`src/rtl/tis_pkg.sv`:
```
// Shared definitions for TIS-100 mesh nodes.
// Holds the default data width, the neighbour port index constants and the
// helper that sizes occupancy counters.
package tis_pkg;

  localparam int TIS_DATA_W = 11;

  localparam int UP    = 0;
  localparam int DOWN  = 1;
  localparam int LEFT  = 2;
  localparam int RIGHT = 3;

  // Width needed to hold values 0..depth inclusive.
  function automatic int cnt_w(input int depth);
    return $clog2(depth + 1);
  endfunction

endpackage

```
`src/rtl/tis_stack_node_if.sv`:
```
// Neighbour bundle for tis_stack_node.
// in_data/in_valid/in_ready : push channel, port p at bits [p*DATA_W +: DATA_W]
// out_data/out_valid/out_ready : pop channel, out_data shared by all ports
// count : current stack occupancy
// master = neighbour side, slave = stack node side.
interface tis_stack_node_if
  import tis_pkg::*;
#(
  parameter int NUM_PORTS = 4,
  parameter int DATA_W    = TIS_DATA_W,
  parameter int DEPTH     = 15
);
  logic [NUM_PORTS*DATA_W-1:0] in_data;
  logic [NUM_PORTS-1:0]        in_valid;
  logic [NUM_PORTS-1:0]        in_ready;
  logic [DATA_W-1:0]           out_data;
  logic [NUM_PORTS-1:0]        out_valid;
  logic [NUM_PORTS-1:0]        out_ready;
  logic [cnt_w(DEPTH)-1:0]     count;

  modport master (
    output in_data, in_valid, out_ready,
    input  in_ready, out_data, out_valid, count
  );

  modport slave (
    input  in_data, in_valid, out_ready,
    output in_ready, out_data, out_valid, count
  );
endinterface

```
`src/rtl/tis_any_arbiter.sv`:
```
// ANY-style arbiter: request vector in, one-hot grant out, same cycle.
// Optional macro TIS_STACK_ROUND_ROBIN_EN: rotating priority pointer that
// moves to (granted port + 1) after each grant; otherwise lowest index wins.
// Ports: clk, reset (sync, active-high), req, grant.
// Callers gate req so that any grant is a completed transfer.
module tis_any_arbiter #(
  parameter int NUM_PORTS = 4
) (
  input  logic                 clk,
  input  logic                 reset,
  input  logic [NUM_PORTS-1:0] req,
  output logic [NUM_PORTS-1:0] grant
);

`ifdef TIS_STACK_ROUND_ROBIN_EN
  localparam int PTR_W = (NUM_PORTS > 1) ? $clog2(NUM_PORTS) : 1;

  logic [PTR_W-1:0] ptr;
  logic [PTR_W-1:0] ptr_next;
  logic             hit;

  always_comb begin : rr_pick
    int k;
    grant    = '0;
    ptr_next = ptr;
    hit      = 1'b0;
    k        = 0;
    for (int i = 0; i < NUM_PORTS; i++) begin
      k = int'(ptr) + i;
      if (k >= NUM_PORTS) k = k - NUM_PORTS;
      if (!hit && req[k]) begin
        hit      = 1'b1;
        grant[k] = 1'b1;
        ptr_next = (k == NUM_PORTS - 1) ? '0 : PTR_W'(k + 1);
      end
    end
  end

  always_ff @(posedge clk) begin
    if (reset) ptr <= '0;
    else if (hit) ptr <= ptr_next;
  end
`else
  logic hit;
  logic unused_clk_reset;

  assign unused_clk_reset = clk ^ reset;

  always_comb begin
    grant = '0;
    hit   = 1'b0;
    for (int i = 0; i < NUM_PORTS; i++) begin
      if (!hit && req[i]) begin
        hit      = 1'b1;
        grant[i] = 1'b1;
      end
    end
  end
`endif

endmodule

```
`src/rtl/tis_stack_node.sv`:
```
// Shared LIFO node for the TIS-100 mesh.
// Ports: clk, reset (sync, active-high), bus (tis_stack_node_if.slave).
// One push and one pop per cycle, each granted by a tis_any_arbiter.
// Optional macro TIS_STACK_ROUND_ROBIN_EN selects rotating priority in
// both arbiters; default build is fixed priority, lowest port wins.
module tis_stack_node
  import tis_pkg::*;
#(
  parameter int NUM_PORTS = 4,
  parameter int DATA_W    = TIS_DATA_W,
  parameter int DEPTH     = 15
) (
  input logic              clk,
  input logic              reset,
  tis_stack_node_if.slave  bus
);

  localparam int CNT_W  = cnt_w(DEPTH);
  localparam int ADDR_W = $clog2(DEPTH);

  logic [DATA_W-1:0]    mem [DEPTH];
  logic [CNT_W-1:0]     count_q;
  logic                 push_en;
  logic                 pop_en;
  logic [NUM_PORTS-1:0] push_grant;
  logic [NUM_PORTS-1:0] pop_grant;
  logic                 push;
  logic                 pop;
  logic [DATA_W-1:0]    push_data;
  logic [ADDR_W-1:0]    top_addr;
  logic [ADDR_W-1:0]    wr_addr;

  // Full blocks pushes even when a pop is granted in the same cycle.
  assign push_en = !reset && (count_q < CNT_W'(DEPTH));
  assign pop_en  = !reset && (count_q != '0);

  tis_any_arbiter #(.NUM_PORTS(NUM_PORTS)) u_push_arb (
    .clk   (clk),
    .reset (reset),
    .req   (bus.in_valid & {NUM_PORTS{push_en}}),
    .grant (push_grant)
  );

  tis_any_arbiter #(.NUM_PORTS(NUM_PORTS)) u_pop_arb (
    .clk   (clk),
    .reset (reset),
    .req   (bus.out_ready & {NUM_PORTS{pop_en}}),
    .grant (pop_grant)
  );

  assign push = |push_grant;
  assign pop  = |pop_grant;

  always_comb begin
    push_data = '0;
    for (int p = 0; p < NUM_PORTS; p++) begin
      if (push_grant[p]) push_data = bus.in_data[p*DATA_W +: DATA_W];
    end
  end

  assign top_addr = ADDR_W'(count_q - 1'b1);
  assign wr_addr  = ADDR_W'(count_q);

  // Push+pop replaces the top entry: popper sees the old value this cycle.
  always_ff @(posedge clk) begin
    if (push) mem[pop ? top_addr : wr_addr] <= push_data;
  end

  always_ff @(posedge clk) begin
    if (reset) count_q <= '0;
    else if (push && !pop) count_q <= count_q + 1'b1;
    else if (pop && !push) count_q <= count_q - 1'b1;
  end

  assign bus.out_data  = (count_q == '0) ? '0 : mem[top_addr];
  assign bus.in_ready  = push_grant;
  assign bus.out_valid = pop_grant;
  assign bus.count     = count_q;

endmodule

```
`src/flat_wrapper.sv`:
```
// flat-port wrapper written by rule: the top's interface ports become plain ports
module tis_stack_node_flat import tis_pkg::*;
#(
  parameter int NUM_PORTS = 4,
  parameter int DATA_W    = TIS_DATA_W,
  parameter int DEPTH     = 15
)
  (clk, reset, bus_in_data, bus_in_valid, bus_out_ready, bus_in_ready, bus_out_data, bus_out_valid, bus_count);
  tis_stack_node_if #(.NUM_PORTS(NUM_PORTS), .DATA_W(DATA_W), .DEPTH(DEPTH)) bus_i ();
  input logic clk;
  input logic reset;
  input wire logic [$bits(bus_i.in_data)-1:0] bus_in_data;
  input wire logic [$bits(bus_i.in_valid)-1:0] bus_in_valid;
  input wire logic [$bits(bus_i.out_ready)-1:0] bus_out_ready;
  output wire logic [$bits(bus_i.in_ready)-1:0] bus_in_ready;
  output wire logic [$bits(bus_i.out_data)-1:0] bus_out_data;
  output wire logic [$bits(bus_i.out_valid)-1:0] bus_out_valid;
  output wire logic [$bits(bus_i.count)-1:0] bus_count;
  assign bus_i.in_data = bus_in_data;
  assign bus_i.in_valid = bus_in_valid;
  assign bus_i.out_ready = bus_out_ready;
  assign bus_in_ready = bus_i.in_ready;
  assign bus_out_data = bus_i.out_data;
  assign bus_out_valid = bus_i.out_valid;
  assign bus_count = bus_i.count;
  tis_stack_node #(.NUM_PORTS(NUM_PORTS), .DATA_W(DATA_W), .DEPTH(DEPTH)) u_core (.clk(clk), .reset(reset), .bus(bus_i));
endmodule
```
`config.mk`:
```
export PLATFORM = sky130hd
export DESIGN_NAME = tis_stack_node_flat
export DESIGN_NICKNAME = d
export VERILOG_FILES = /design/src/rtl/tis_pkg.sv /design/src/rtl/tis_stack_node_if.sv /design/src/rtl/tis_any_arbiter.sv /design/src/rtl/tis_stack_node.sv /design/src/flat_wrapper.sv
export SDC_FILE = /design/constraint.sdc
export NUM_CORES = 1
export LEC_CHECK = 0
export CAP_MARGIN = 25
export CELL_PAD_IN_SITES_DETAIL_PLACEMENT = 2
export CELL_PAD_IN_SITES_GLOBAL_PLACEMENT = 2
export CORE_MARGIN = 2
export CORE_UTILIZATION = 42
export CTS_CLUSTER_SIZE = 16
export DETAILED_ROUTE_END_ITERATION = 8
export MAX_ROUTING_LAYER = met4
export PLACE_DENSITY = 0.78
export RECOVER_POWER = 100
export SYNTH_ARGS = -nofsm -noshare
export SYNTH_HDL_FRONTEND = slang
export SYNTH_SLANG_ARGS = --single-unit
```
`constraint.sdc`:
```
create_clock -name clk -period 4.7 [get_ports clk]
set_input_delay 0.47 -clock clk [delete_from_list [all_inputs] [get_ports clk]]
set_output_delay 0.47 -clock clk [all_outputs]
set_load 0.01 [all_outputs]
```
Yosys cells after proc, flatten, opt, wreduce, memory -nomap -nowiden
Memories as Yosys holds them, arrays and structs flattened.
Cells that the tools add are included.
- register bits: 4
- logic and storage cells: 53
- memory bits (writable): 165
- memories: 1
- output and inout bits: 23
- input bits: 54
- memories (memory ; words ; width ; read ports ; clocked after Yosys merged registers in ; write ports ; line ; text):
    u_core.mem ; 15 ; 11 ; 1 ; 0 ; 1 ; tis_stack_node.sv:21 ; logic [DATA_W-1:0] mem [DEPTH];
- magnitude comparators: 1
- multiplexer cells: 22
- $add $sub $neg: 2
- bitwise logic cells: 2
- reductions and logical operators: 24
- operator list (operator ; count):
    $mux W11 ; 5
    $mux W1 ; 14
    $mux W4 ; 3
    $logic_and A1 B1 Y1 ; 10
    $logic_not A1 Y1 ; 9
    $and A4 B4 Y4 ; 2
    $reduce_or A4 Y1 ; 2
    $add A4 B1 Y4 const B ; 1
    $logic_not A4 Y1 ; 1
    $lt A4 B4 Y1 const B ; 1
    $reduce_bool A4 Y1 ; 1
    $sub A4 B1 Y4 const B ; 1
    $reduce_bool A2 Y1 ; 1

Longest topological paths before layout
Gate-level depths: netlist of run 1.
- depth in word-level cells: 18
- mapped depth: 13
- depth with buffers taken out: 10

Hierarchy
From an unflattened synthesis of run 1, not the netlist that was laid out.
- cells, all modules: 424
- area total of the unflattened synthesis: 7295.7 um^2
- by module, submodules not included (module ; cells each ; instances ; area an instance (um^2) ; seq. area each (um^2)):
    tis_stack_node ; 416 ; 1 ; 7223.2 ; 5034.8
    tis_any_arbiter ; 4 ; 2 ; 36.3 ; 0.0

Worst setup path before layout of run 1
Ideal clock, no wire load.
- path kind: register -> register
- start point: register u_core.count_q[0] (netlist: u_core.bus.count[0])
- end point: memory u_core.mem[12][0] (netlist name), enable pin
- path slack: 1053 ps
- buffers on the path: 3
- library setup time: 396 ps
- cell stages (with the launch flop): 10
- arrival: 3251 ps
- required time: 4304 ps
- clock period less this slack: 3647 ps
- path through: dfxtp_1 > buf_2 > buf_4 > buf_4 > inv_1 > ha_1 > nor3b_2 > or4_4 > a211o_1 > nor3b_1
- word-level cells in the longest chain between the ends: 16
- elaborated cells between the ends (all ways): 36
- classes of those cells: 1 x add/sub; 1 x order compare; 15 x mux; 2 x bitwise; 17 x reduce/logical
- RTL lines (item ; line ; text):
    start, declared ; tis_stack_node.sv:22 ; logic [CNT_W-1:0] count_q;
    start signal, assigned ; tis_stack_node.sv:71 ; else if (push && !pop) count_q <= count_q + 1'b1;
    start signal, assigned ; tis_stack_node.sv:72 ; else if (pop && !push) count_q <= count_q - 1'b1;
    $lt A4 B4 Y1 ; tis_stack_node.sv:34 ; assign push_en = !reset && (count_q < CNT_W'(DEPTH));
    $logic_and A1 B1 Y1 ; tis_stack_node.sv:34 ;
    $and A4 B4 Y4 ; tis_stack_node.sv:40 ; .req (bus.in_valid & {NUM_PORTS{push_en}}),
    $mux W1 ; tis_any_arbiter.sv:53 ; if (!hit && req[i]) begin
    $logic_not A1 Y1 ; tis_any_arbiter.sv:53 ;
    $logic_and A1 B1 Y1 ; tis_any_arbiter.sv:53 ;
    $mux W1 ; tis_any_arbiter.sv:53 ;
    $logic_not A1 Y1 ; tis_any_arbiter.sv:53 ;
    $logic_and A1 B1 Y1 ; tis_any_arbiter.sv:53 ;
    $mux W1 ; tis_any_arbiter.sv:53 ;
    $logic_not A1 Y1 ; tis_any_arbiter.sv:53 ;
    $logic_and A1 B1 Y1 ; tis_any_arbiter.sv:53 ;
    $mux W1 ; tis_any_arbiter.sv:53 ;
    $reduce_or A4 Y1 ; tis_stack_node.sv:51 ; assign push = |push_grant;
    $mux W1 (2 in a row) ; tis_stack_node.sv:66 ; if (push) mem[pop ? top_addr : wr_addr] <= push_data;
    end, declared ; tis_stack_node.sv:21 ;
Parallel ways exist; a longest one is shown, timed or not.

Worst setup path in the final report of run 1
- start point: register u_core.count_q[1] (netlist: u_core.bus.count[1])
- end point: memory u_core.mem[12][0] (netlist name), enable pin
Same word-level chain as after synthesis.

==> summary.md, run 1 <==
| Metric | Value |
|---|---|
| Status | completed |
| Hold buffer count at cts | 0 |
| Power per cell area | 678 nW/um^2 |
| Worst-Skew Late Latency | 0.42 ns |
| Core area | 16700 um^2 |
| Gate power share | 0.440 |
| DIE AREA | 18300 um^2 |
| CTS H-tree depth | 4 |
| Worst R2R Start | u_core.bus.count[1] |
| Worst EP required | 4.78 ns |
| Post-CTS sizing | 0 |
| Clk pwr share | 0.232 |
| Worst Setup Start Kind | register |
| Static Leak | 0.00287 uW |
| Post-layout min period | 4.32 ns |
| Yosys top cell by area | edfxtp_1 |
| Drt total wl | 22900 um |
| Setup violations, final | 0 |
| Nets | 575 |
| Slew margin rel. | 0.280 |
| P_sw | 2310 uW |
| Top post-synthesis cells by area | edfxtp_1 69%, mux4_2 10%, mux2i_1 3.7% |
| Top Ports | 77 |
| Fill count | 1519 |
| Worst Path Class, Setup | register to register |
| Hold Path Class | register to register |
| Setup Buffers After CTS | 0 |
| Routability cong. | 0.794 |
| HP Start | u_core.bus.count[0] |
| Worst slew pin tran | 1.08 ns |
| Netlist cell types | 46 |
| Yosys warning total | 0 |
| Sink Count | 169 |
| Layout cells sized above 1 | 0.149 |
| Total power draw | 6050 uW |
| DR iter-0 viols | 343 |
| Synth async-reset ratio | 0 |
| Worst r2r dst | u_core.mem[12][0] |
| Synth Flop Type | edfxtp_1 |
| Die Width | 135 um |
| Vias after detailed routing | 4528 |
| Syn Area/Cell | 17.8 um^2 |
| Multi-input logic area | 2030 um^2 |
| Initial DRT Pass Iterations | 4 |
| Post-synth top area share | 0.686 |
| Initial Util | 0.432 |
| Number of global-route vias before repair | 5005 |
| Max Cap Viol | 0 |
| Via density | 6.04 |
| Post-Syn Nets | 464 |
| Largest net degree at the start of global routing | 49 |
| Synthesis-stage register bit count | 169 |
| Reg area | 5030 um^2 |
| CTS buffer count | 17 |
| IO Port Bufs | 76 |
| DRC | 0 |
| Fmax | 0.231 GHz |
| WL per Instance | 30.5 um |
| P&R area growth vs syn | 23.6% |
| Diode count | 0 |
| Final Cycle Share | 0.920 |
| Clock Path Buffers | 2 |
| Seq/Total Area, Yosys | 0.697 |
| Worst vdd ir | 0.382 mV |
| FF-to-FF setup slack | 0.38 ns |
| Area of the mapped netlist | 7220 um^2 |
| HPWL after DPL | 15000 um |
| Worst hold endpoint | u_core.bus.count[0] |
| Global-route wire length before repair | 33500 um |
| Overflow after GRT | 0 |
| Biggest fanout along the worst timing path | 15 |
| Syn Inst Count | 406 |
| GRT Util Overall | 0.270 |
| Root buf cell | clkbuf_16 |
| RSZ-0062 raised after global routing | no |
| Layout Skew | 0.00615 ns |
| Sw frac | 0.382 |
| Clock transition at path regs | 0.07 ns |
| Post-synth EDFFs | 165 |
| CTS tree | built |
| Setup TNS | 0 ns |
| Final hold violation count | 0 |
| Critical path capture point type | register |
| Post-route ant nets | 0 |
| Die height | 135 um |
| Final Max Slew Viols | 0 |
| # rows | 47 |
| Worst Hold Depth | 2 |
| Worst reg2reg path depth | 8 |
| Sequential power share | 0.329 |
| Cell Int Power | 3740 uW |
| Antenna violations before repair | 0 |
| CP Data Arrival Time | 4.40 ns |
worst max-delay path by stage:
stage | startpoint | to | slack [ns] | cells past startpoint
2_1_floorplan | u_core.bus.count[0] | u_core.mem[12][0] | 1.05 | 9
5_1_grt | u_core.bus.count[0] | u_core.mem[12][3] | 0.28 | 8
3_3_place_gp | reset | u_core.mem[12][0] | 1.05 | 6
6_report | u_core.bus.count[1] | u_core.mem[12][0] | 0.38 | 8
3_5_place_dp | reset | u_core.mem[12][0] | 0.92 | 6
4_1_cts | u_core.bus.count[1] | bus_out_data[1] | 0.55 | 8
cells in the final DEF (no fill, tap or decap), types with 6 or more instances in the layout:
cell / n
clkdlybuf4s50_1: 56
clkbuf_1: 36
mux4_2: 33
nor3_1: 9
nor3b_1: 6
dlygate4sd3_1: 20
clkbuf_16: 17
a211oi_1: 33
o21ai_0: 13
mux2i_1: 27
edfxtp_1: 165
a22oi_1: 22
nor2_1: 18
Yosys cell counts, types with 2 or more instances:
master / count
and3_1: 3
buf_6: 3
nor4_1: 2
a22oi_1: 22
o21ai_0: 11
buf_4: 2
edfxtp_1: 165
nor2_1: 18
inv_1: 4
a21oi_1: 4
buf_2: 8
a211oi_1: 33
mux2i_1: 27
clkbuf_1: 13
nor3_1: 9
dfxtp_1: 4
ha_1: 4
mux4_2: 33
o21ai_1: 2
and2_1: 2
nor3b_1: 7
or4_1: 2
xor2_1: 3
a31oi_1: 3
critical path, stage by stage (launching register included):
cell	delay [ns]
dfxtp_1	0.51
inv_1	0.16
ha_2	0.22
nor3b_1	0.13
clkbuf_1	0.47
or4_1	0.70
a211o_1	0.43
nor3b_2	0.92
clkbuf_1	0.41
power groups by stage:
stage / Clock [uW] / Sequential [uW] / Combinational (uW)
after floorplan: 0 / 1960 / 1610
after global placement: 0 / 1980 / 2570
after detailed placement: 0 / 2010 / 2750
after CTS: 1420 / 1990 / 2810
after global routing: 1470 / 2000 / 2830
final: 1400 / 1990 / 2660
through the flow:
stage | cell area (um^2) | hold slack (ns) | instances | worst slack [ns] | util
6_report | 8920 | 0.639 | 750 | 0.375 | 0.534
4_1_cts | 9060 | 0.576 | 747 | 0.552 | 0.543
2_1_floorplan | 7220 | 0.614 | 406 | 1.05 | -
3_3_place_gp | 8460 | 0.518 | 712 | 1.05 | 0.506
5_1_grt | 8920 | 0.672 | 750 | 0.277 | 0.534
3_5_place_dp | 8480 | 0.556 | 715 | 0.923 | 0.508
registers in the layout, summed over array words and instances, names as in the netlist:
register,count
u_core.bus.count,4
u_core.mem,165
layer usage:
layer	GRT usage	up-vias	part of all wire	wire length (um)
met5	-	-	0	0
met4	0.0995	0	0.030	692
met3	0.0449	44	0.040	907
met2	0.483	172	0.55	12500
met1	0.307	2394	0.38	8780
li1	-	1918	-	-
final cells by class:
type / instances / share of cell area
multi-input cells: 206 / 0.228
inverters: 4 / 0.00168
clock buffers: 17 / 0.0477
clock inverters: 15 / 0.0181
repair buffers: 119 / 0.110
well taps: 220 / 0.0308
flip-flops and latches: 169 / 0.564
cells by family after synthesis:
family,synth area share
multiplexers,0.142
AO/OA/AOI/OAI,0.0740
AND/OR/NAND/NOR,0.0508
buffers and inverters,0.0217
adder cells (fa/ha/maj),0.00693
flip-flops,0.697
XOR/XNOR,0.00710
Power figures use the tool's default switching activity.
==> run 2, diff against run 1 <==
--- a/config.mk
+++ b/config.mk
@@ -5,15 +5,15 @@
 export SDC_FILE = /design/constraint.sdc
 export NUM_CORES = 1
 export LEC_CHECK = 0
-export CAP_MARGIN = 25
+export CAP_MARGIN = 20
 export CELL_PAD_IN_SITES_DETAIL_PLACEMENT = 2
 export CELL_PAD_IN_SITES_GLOBAL_PLACEMENT = 2
 export CORE_MARGIN = 2
-export CORE_UTILIZATION = 42
+export CORE_UTILIZATION = 30
 export CTS_CLUSTER_SIZE = 16
 export DETAILED_ROUTE_END_ITERATION = 8
 export MAX_ROUTING_LAYER = met4
-export PLACE_DENSITY = 0.78
+export PLACE_DENSITY = 0.59
 export RECOVER_POWER = 100
 export SYNTH_ARGS = -nofsm -noshare
 export SYNTH_HDL_FRONTEND = slang
==> summary.md, run 2 (synthesis gave the netlist of run 1 again) <==
| Metric | Value |
|---|---|
| Status | completed (unchanged) |
| Static Leak | 0.00284 uW (was 0.00287 uW) |
| Via density | 5.03 (was 6.04) |
| Max reg flops | 165 (unchanged) |
| Fmax | 0.234 GHz (was 0.231 GHz) |
| HP Start | u_core.bus.count[1] (was u_core.bus.count[0]) |
| Root buf cell | clkbuf_16 (unchanged) |
| Worst slew pin tran | 1.07 ns (was 1.08 ns) |
| Clock Path Buffers | 2 (unchanged) |
| Pre-CTS WS | 0.668 ns (was 0.923 ns) |
| Biggest fanout along the worst timing path | 28 (was 15) |
| GRT Util Overall | 0.169 (was 0.270) |
| Met2 Wirelength | 10300 um (was 12500 um) |
| Worst vdd ir | 0.249 mV (was 0.382 mV) |
| Sink Count | 169 (unchanged) |
| Final hold violation count | 0 (unchanged) |
| RSZ-0062 raised after global routing | no (unchanged) |
| Die Width | 159 um (was 135 um) |
| Routability cong. | 0.730 (was 0.794) |
| Worst setup path startpoint | u_core.bus.count[0] (was u_core.bus.count[1]) |
| Post-route ant nets | 0 (unchanged) |
| Layout cells sized above 1 | 0.146 (was 0.149) |
| P&R area growth vs syn | 24.7% (was 23.6%) |
| HPWL after DPL | 13100 um (was 15000 um) |
| M1 WL | 8720 um (was 8780 um) |
| Largest net degree at the start of global routing | 36 (was 49) |
| Drt total wl | 19900 um (was 22900 um) |
| Biggest register | u_core.mem (unchanged) |
| Final Cycle Share | 0.909 (was 0.920) |
| Worst Path Class, Setup | register to output port (was register to register) |
| Most frequent cells in the layout | 165 x edfxtp_1, 56 x clkdlybuf4s50_1, 33 x mux4_2, 33 x a211oi_1, 29 x clkbuf_1 (was 165 x edfxtp_1, 56 x clkdlybuf4s50_1, 36 x clkbuf_1) |
| Setup Buffers After CTS | 0 (unchanged) |
| Global-route wire length before repair | 30700 um (was 33500 um) |
| Initial DRT Pass Iterations | 6 (was 4) |
| CTS buffer count | 17 (unchanged) |
| WL met3 | 603 um (was 907 um) |
| IO Port Bufs | 76 (unchanged) |
| Final Max Slew Viols | 0 (unchanged) |
| Hold Path Class | register to register (unchanged) |
| DRC | 0 (unchanged) |
| Number of global-route vias before repair | 4877 (was 5005) |
| Commonest non-fill, non-tap cell in the layout | edfxtp_1 (unchanged) |
| CP Data Arrival Time | 3.80 ns (was 4.40 ns) |
| Initial Util | 0.307 (was 0.432) |
| Slew margin rel. | 0.288 (was 0.280) |
| Worst Setup Start Kind | register (unchanged) |
| Clock transition at path regs | 0.07 ns (about the same) |
| Max Cap Viol | 0 (unchanged) |
| DR iter-0 viols | 247 (was 343) |
| Die height | 159 um (was 135 um) |
| CTS H-tree depth | 4 (unchanged) |
| Final WS setup | 0.430 ns (was 0.375 ns) |
| Critical path capture point type | output port (was register) |
| Post-CTS sizing | 0 (unchanged) |
| Power per cell area | 659 nW/um^2 (was 678 nW/um^2) |
| Vias after detailed routing | 4224 (was 4528) |
| Nets | 565 (was 575) |
| Top Ports | 77 (unchanged) |
| Post-layout min period | 4.27 ns (was 4.32 ns) |
| Worst R2R Start | u_core.bus.count[0] (was u_core.bus.count[1]) |
| Overflow after GRT | 0 (unchanged) |
| Hold buffer count at cts | 0 (unchanged) |
| WL per Instance | 23.7 um (was 30.5 um) |
| CTS tree | built (unchanged) |
| Setup violations, final | 0 (unchanged) |
| Layout Skew | 0.00963 ns (was 0.00615 ns) |
| Worst EP required | 4.23 ns (was 4.78 ns) |
| Worst-Skew Late Latency | 0.43 ns (was 0.42 ns) |
| # rows | 56 (was 47) |
| Antenna violations before repair | 1 (was 0) |
| Top layer in use | met4 (unchanged) |
| Setup TNS | 0 ns (unchanged) |
| DIE AREA | 25300 um^2 (was 18300 um^2) |
| Fill count | 2328 (was 1519) |
| Core area | 23500 um^2 (was 16700 um^2) |
-- run 2: final timing paths --
path                                            end  slack (ns)  cells after the start
worst max-delay path                bus_out_data[1]        0.43                      5
worst min-delay path            u_core.bus.count[1]        0.67                      2
worst max register to register    u_core.mem[12][0]        0.54                      8
worst min register to register  u_core.bus.count[1]        0.67                      2
-- run 2: layout make-up --
type / count / area, um^2 / share of cell area
flip-flops and latches: 169 / 5040 / 0.559
multi-input cells: 206 / 2050 / 0.228
repair buffers: 109 / 913 / 0.101
clock buffers: 18 / 429 / 0.0476
well taps: 319 / 399 / 0.0443
clock inverters: 14 / 159 / 0.0176
inverters: 4 / 15.0 / 0.00167
diodes: 1 / 2.50 / 0.000278
-- run 2: critical path, cell delays in order, from the launching register on --
cell	delay (ns)
dfxtp_4	0.66
clkbuf_2	0.90
mux4_2	0.60
a211oi_1	0.36
a211oi_1	0.14
dlygate4sd3_1	0.67
-- run 2: through the flow --
step,hold WS (ns),power [uW],area (um^2),utilization,instances
after floorplan,0.614,3570,7220,-,406
after global placement,0.658,4630,8560,0.364,807
after detailed placement,0.666,4710,8560,0.364,807
after CTS,0.682,6140,9150,0.389,839
after global routing,0.770,6280,9010,0.383,840
final,0.674,5930,9010,0.383,840
-- run 2: report_power, final --
| part | total (uW) | switching (uW) | internal (uW) | leakage [uW] |
|---|---|---|---|---|
| Sequential | 2020 | 129 | 1890 | 0.00155 |
| Clock | 1410 | 614 | 797 | 0.000279 |
| Combinational | 2510 | 1430 | 1080 | 0.00101 |
-- run 2: per-layer routing --
layer	vias up	track usage
li1	1887	-
met3	20	0.0310
met1	2231	0.209
met2	86	0.286
met4	0	0.0488
met5	-	-
==> run 3, diff against run 2 <==
--- a/config.mk
+++ b/config.mk
@@ -8,13 +8,14 @@
 export CAP_MARGIN = 20
 export CELL_PAD_IN_SITES_DETAIL_PLACEMENT = 2
 export CELL_PAD_IN_SITES_GLOBAL_PLACEMENT = 2
-export CORE_MARGIN = 2
+export CORE_MARGIN = 8
 export CORE_UTILIZATION = 30
 export CTS_CLUSTER_SIZE = 16
 export DETAILED_ROUTE_END_ITERATION = 8
 export MAX_ROUTING_LAYER = met4
 export PLACE_DENSITY = 0.59
 export RECOVER_POWER = 100
+export SKIP_CTS_REPAIR_TIMING = 1
 export SYNTH_ARGS = -nofsm -noshare
 export SYNTH_HDL_FRONTEND = slang
 export SYNTH_SLANG_ARGS = --single-unit
==> summary.md, run 3 (synthesis gave the netlist of run 1 again) <==
| Metric | Value |
|---|---|
| CP max stage cell | dlygate4sd3_1 (was clkbuf_2) |
| WL per Instance | 24.3 um (was 23.7 um) |
| Final WS setup | 0.550 ns (was 0.430 ns) |
| Die height | 171 um (was 159 um) |
| Setup violations, final | 0 (unchanged) |
| Core area | 23500 um^2 (unchanged) |
| Layout Skew | 0.0122 ns (was 0.00963 ns) |
| Violated checks | max-capacitance violations |
| Top delay family on crit path | buffers and inverters (unchanged) |
| Max reg flops | 165 (unchanged) |
| Worst Setup Start Kind | register (unchanged) |
| Worst-Skew Late Latency | 0.43 ns (about the same) |
| Antenna violations before repair | 0 (was 1) |
| Via density | 5.02 (was 5.03) |
| DRC | 0 (unchanged) |
| Largest stage delay on the critical path | 0.68 ns (was 0.90 ns) |
| CTS tree | built (unchanged) |
| Die Width | 171 um (was 159 um) |
| Post-route ant nets | 0 (unchanged) |
| Nets | 563 (was 565) |
| Most frequent cells in the layout | 165 x edfxtp_1, 57 x clkdlybuf4s50_1, 33 x mux4_2, 33 x a211oi_1 (was 165 x edfxtp_1, 56 x clkdlybuf4s50_1, 33 x mux4_2, 33 x a211oi_1, 29 x clkbuf_1) |
| Final Cycle Share | 0.883 (was 0.909) |
| DIE AREA | 29300 um^2 (was 25300 um^2) |
| Crit-path cells | buf_4 -> ha_1 -> a31o_1 -> nor4b_1 -> clkbuf_1 -> dlygate4sd3_1 (was clkbuf_2 -> mux4_2 -> a211oi_1 -> a211oi_1 -> dlygate4sd3_1) |
| Root buf cell | clkbuf_16 (unchanged) |
| Top Ports | 77 (unchanged) |
| Max Cap Viol | 1 (was 0) |
| Routability cong. | 0.735 (was 0.730) |
| Initial DRT Pass Iterations | 5 (was 6) |
| Drt total wl | 20400 um (was 19900 um) |
| Sink Count | 169 (unchanged) |
| CTS buffer count | 17 (unchanged) |
| Number of global-route vias before repair | 4823 (was 4877) |
| CP Data Arrival Time | 3.68 ns (was 3.80 ns) |
| Status | finished with violations (was completed) |
| Diode count | 0 (was 1) |
| P&R area growth vs syn | 24.3% (was 24.7%) |
| Post-layout min period | 4.15 ns (was 4.27 ns) |
| Slew margin rel. | 0.0140 (was 0.288) |
| RSZ-0062 raised after global routing | no (unchanged) |
| FF-to-FF setup slack | 0.83 ns (was 0.54 ns) |
| Initial Util | 0.307 (unchanged) |
| Met3 usage | 0.0277 (was 0.0310) |
| M1 GR Usage | 0.179 (was 0.209) |
| GRT Util Overall | 0.149 (was 0.169) |
| M2 GR Usage | 0.253 (was 0.286) |
| Clock transition at path regs | 0.06 ns (was 0.07 ns) |
| HPWL after DPL | 13800 um (was 13100 um) |
| Static Leak | 0.00283 uW (was 0.00284 uW) |
| Clock Path Buffers | 2 (unchanged) |
| Pre-CTS WS | 1.06 ns (was 0.668 ns) |
| Largest net degree at the start of global routing | 52 (was 36) |
| Commonest non-fill, non-tap cell in the layout | edfxtp_1 (unchanged) |
| Global-route wire length before repair | 30600 um (was 30700 um) |
| Fmax | 0.241 GHz (was 0.234 GHz) |
| GRT Max-Usage Layer | met2 (unchanged) |
| Worst vdd ir | 0.311 mV (was 0.249 mV) |
| DR iter-0 viols | 247 (unchanged) |
| Post-layout util | 0.381 (was 0.383) |
| Worst slew pin tran | 1.46 ns (was 1.07 ns) |
| # rows | 56 (unchanged) |
| Overflow after GRT | 0 (unchanged) |
| Vias after detailed routing | 4203 (was 4224) |
| Layout cells sized above 1 | 0.151 (was 0.146) |
| Crit path buffers/inverters | 3 (was 2) |
| Worst Path Class, Setup | register to output port (unchanged) |
| Setup TNS | 0 ns (unchanged) |
| IO Port Bufs | 76 (unchanged) |
| Power per cell area | 653 nW/um^2 (was 659 nW/um^2) |
| CTS H-tree depth | 4 (unchanged) |
| Critical path capture point type | output port (unchanged) |
| Biggest register | u_core.mem (unchanged) |
| Total power draw | 5860 uW (was 5930 uW) |
| Worst EP required | 4.23 ns (about the same) |
| Hold Path Class | register to register (unchanged) |
| Biggest fanout along the worst timing path | 51 (was 28) |
| Final hold violation count | 0 (unchanged) |
| Final Max Slew Viols | 0 (unchanged) |
## run 3: cell count changes in the layout (fill, tap and decap cells not counted), moves of 2 or more
| cell | before | now |
|---|---|---|
| clkinvlp_4 | 3 | 1 |
| clkbuf_1 | 29 | 27 |
| clkinv_2 | 0 | 2 |
| clkinv_4 | 0 | 2 |
## run 3: worst reg2reg max path, cell delays in order, from the launching register on
cell	delay, ns
dfxtp_1	0.33
buf_4	0.42
ha_1	0.40
a31o_1	0.39
nor4b_1	0.59
clkbuf_1	0.45
a22oi_1	0.18
o21ai_0	0.11
clkbuf_1	0.67
## run 3: where the power goes
part | switching (uW) | leakage [uW] | total, uW | internal, uW
Combinational | 1460 | 0.000999 | 2540 | 1080
Clock | 606 | 0.000279 | 1350 | 745
Sequential | 87.0 | 0.00155 | 1970 | 1890
Total | 2150 | 0.00283 | 5860 | 3710
## run 3: cell type report
class	count	area, um^2
inverters	4	15.0
clock buffers	18	429
multi-input cells	206	2050
well taps	319	399
fillers	2351	14600
clock inverters	14	138
repair buffers	107	908
flip-flops and latches	169	5030
## run 3: final timing paths
check                 startpoint                  end  cells past startpoint
max          u_core.bus.count[0]      bus_in_ready[2]                      6
min          u_core.bus.count[1]  u_core.bus.count[1]                      2
max reg2reg  u_core.bus.count[0]     u_core.mem[3][4]                      8
min reg2reg  u_core.bus.count[1]  u_core.bus.count[1]                      2
## run 3: layer usage
| metal | vias to the layer above | wire length, um |
|---|---|---|
| met3 | 14 | 515 |
| li1 | 1894 | - |
| met5 | - | 0 |
| met1 | 2210 | 9310 |
| met2 | 85 | 10400 |
| met4 | 0 | 188 |
## run 3: metrics by stage
step,instance area [um^2],hold WS [ns],instances
after floorplan,7220,0.614,406
after global placement,8550,0.610,805
after detailed placement,8550,0.639,805
after CTS,9110,0.644,837
after global routing,8970,0.702,837
final,8970,0.652,837
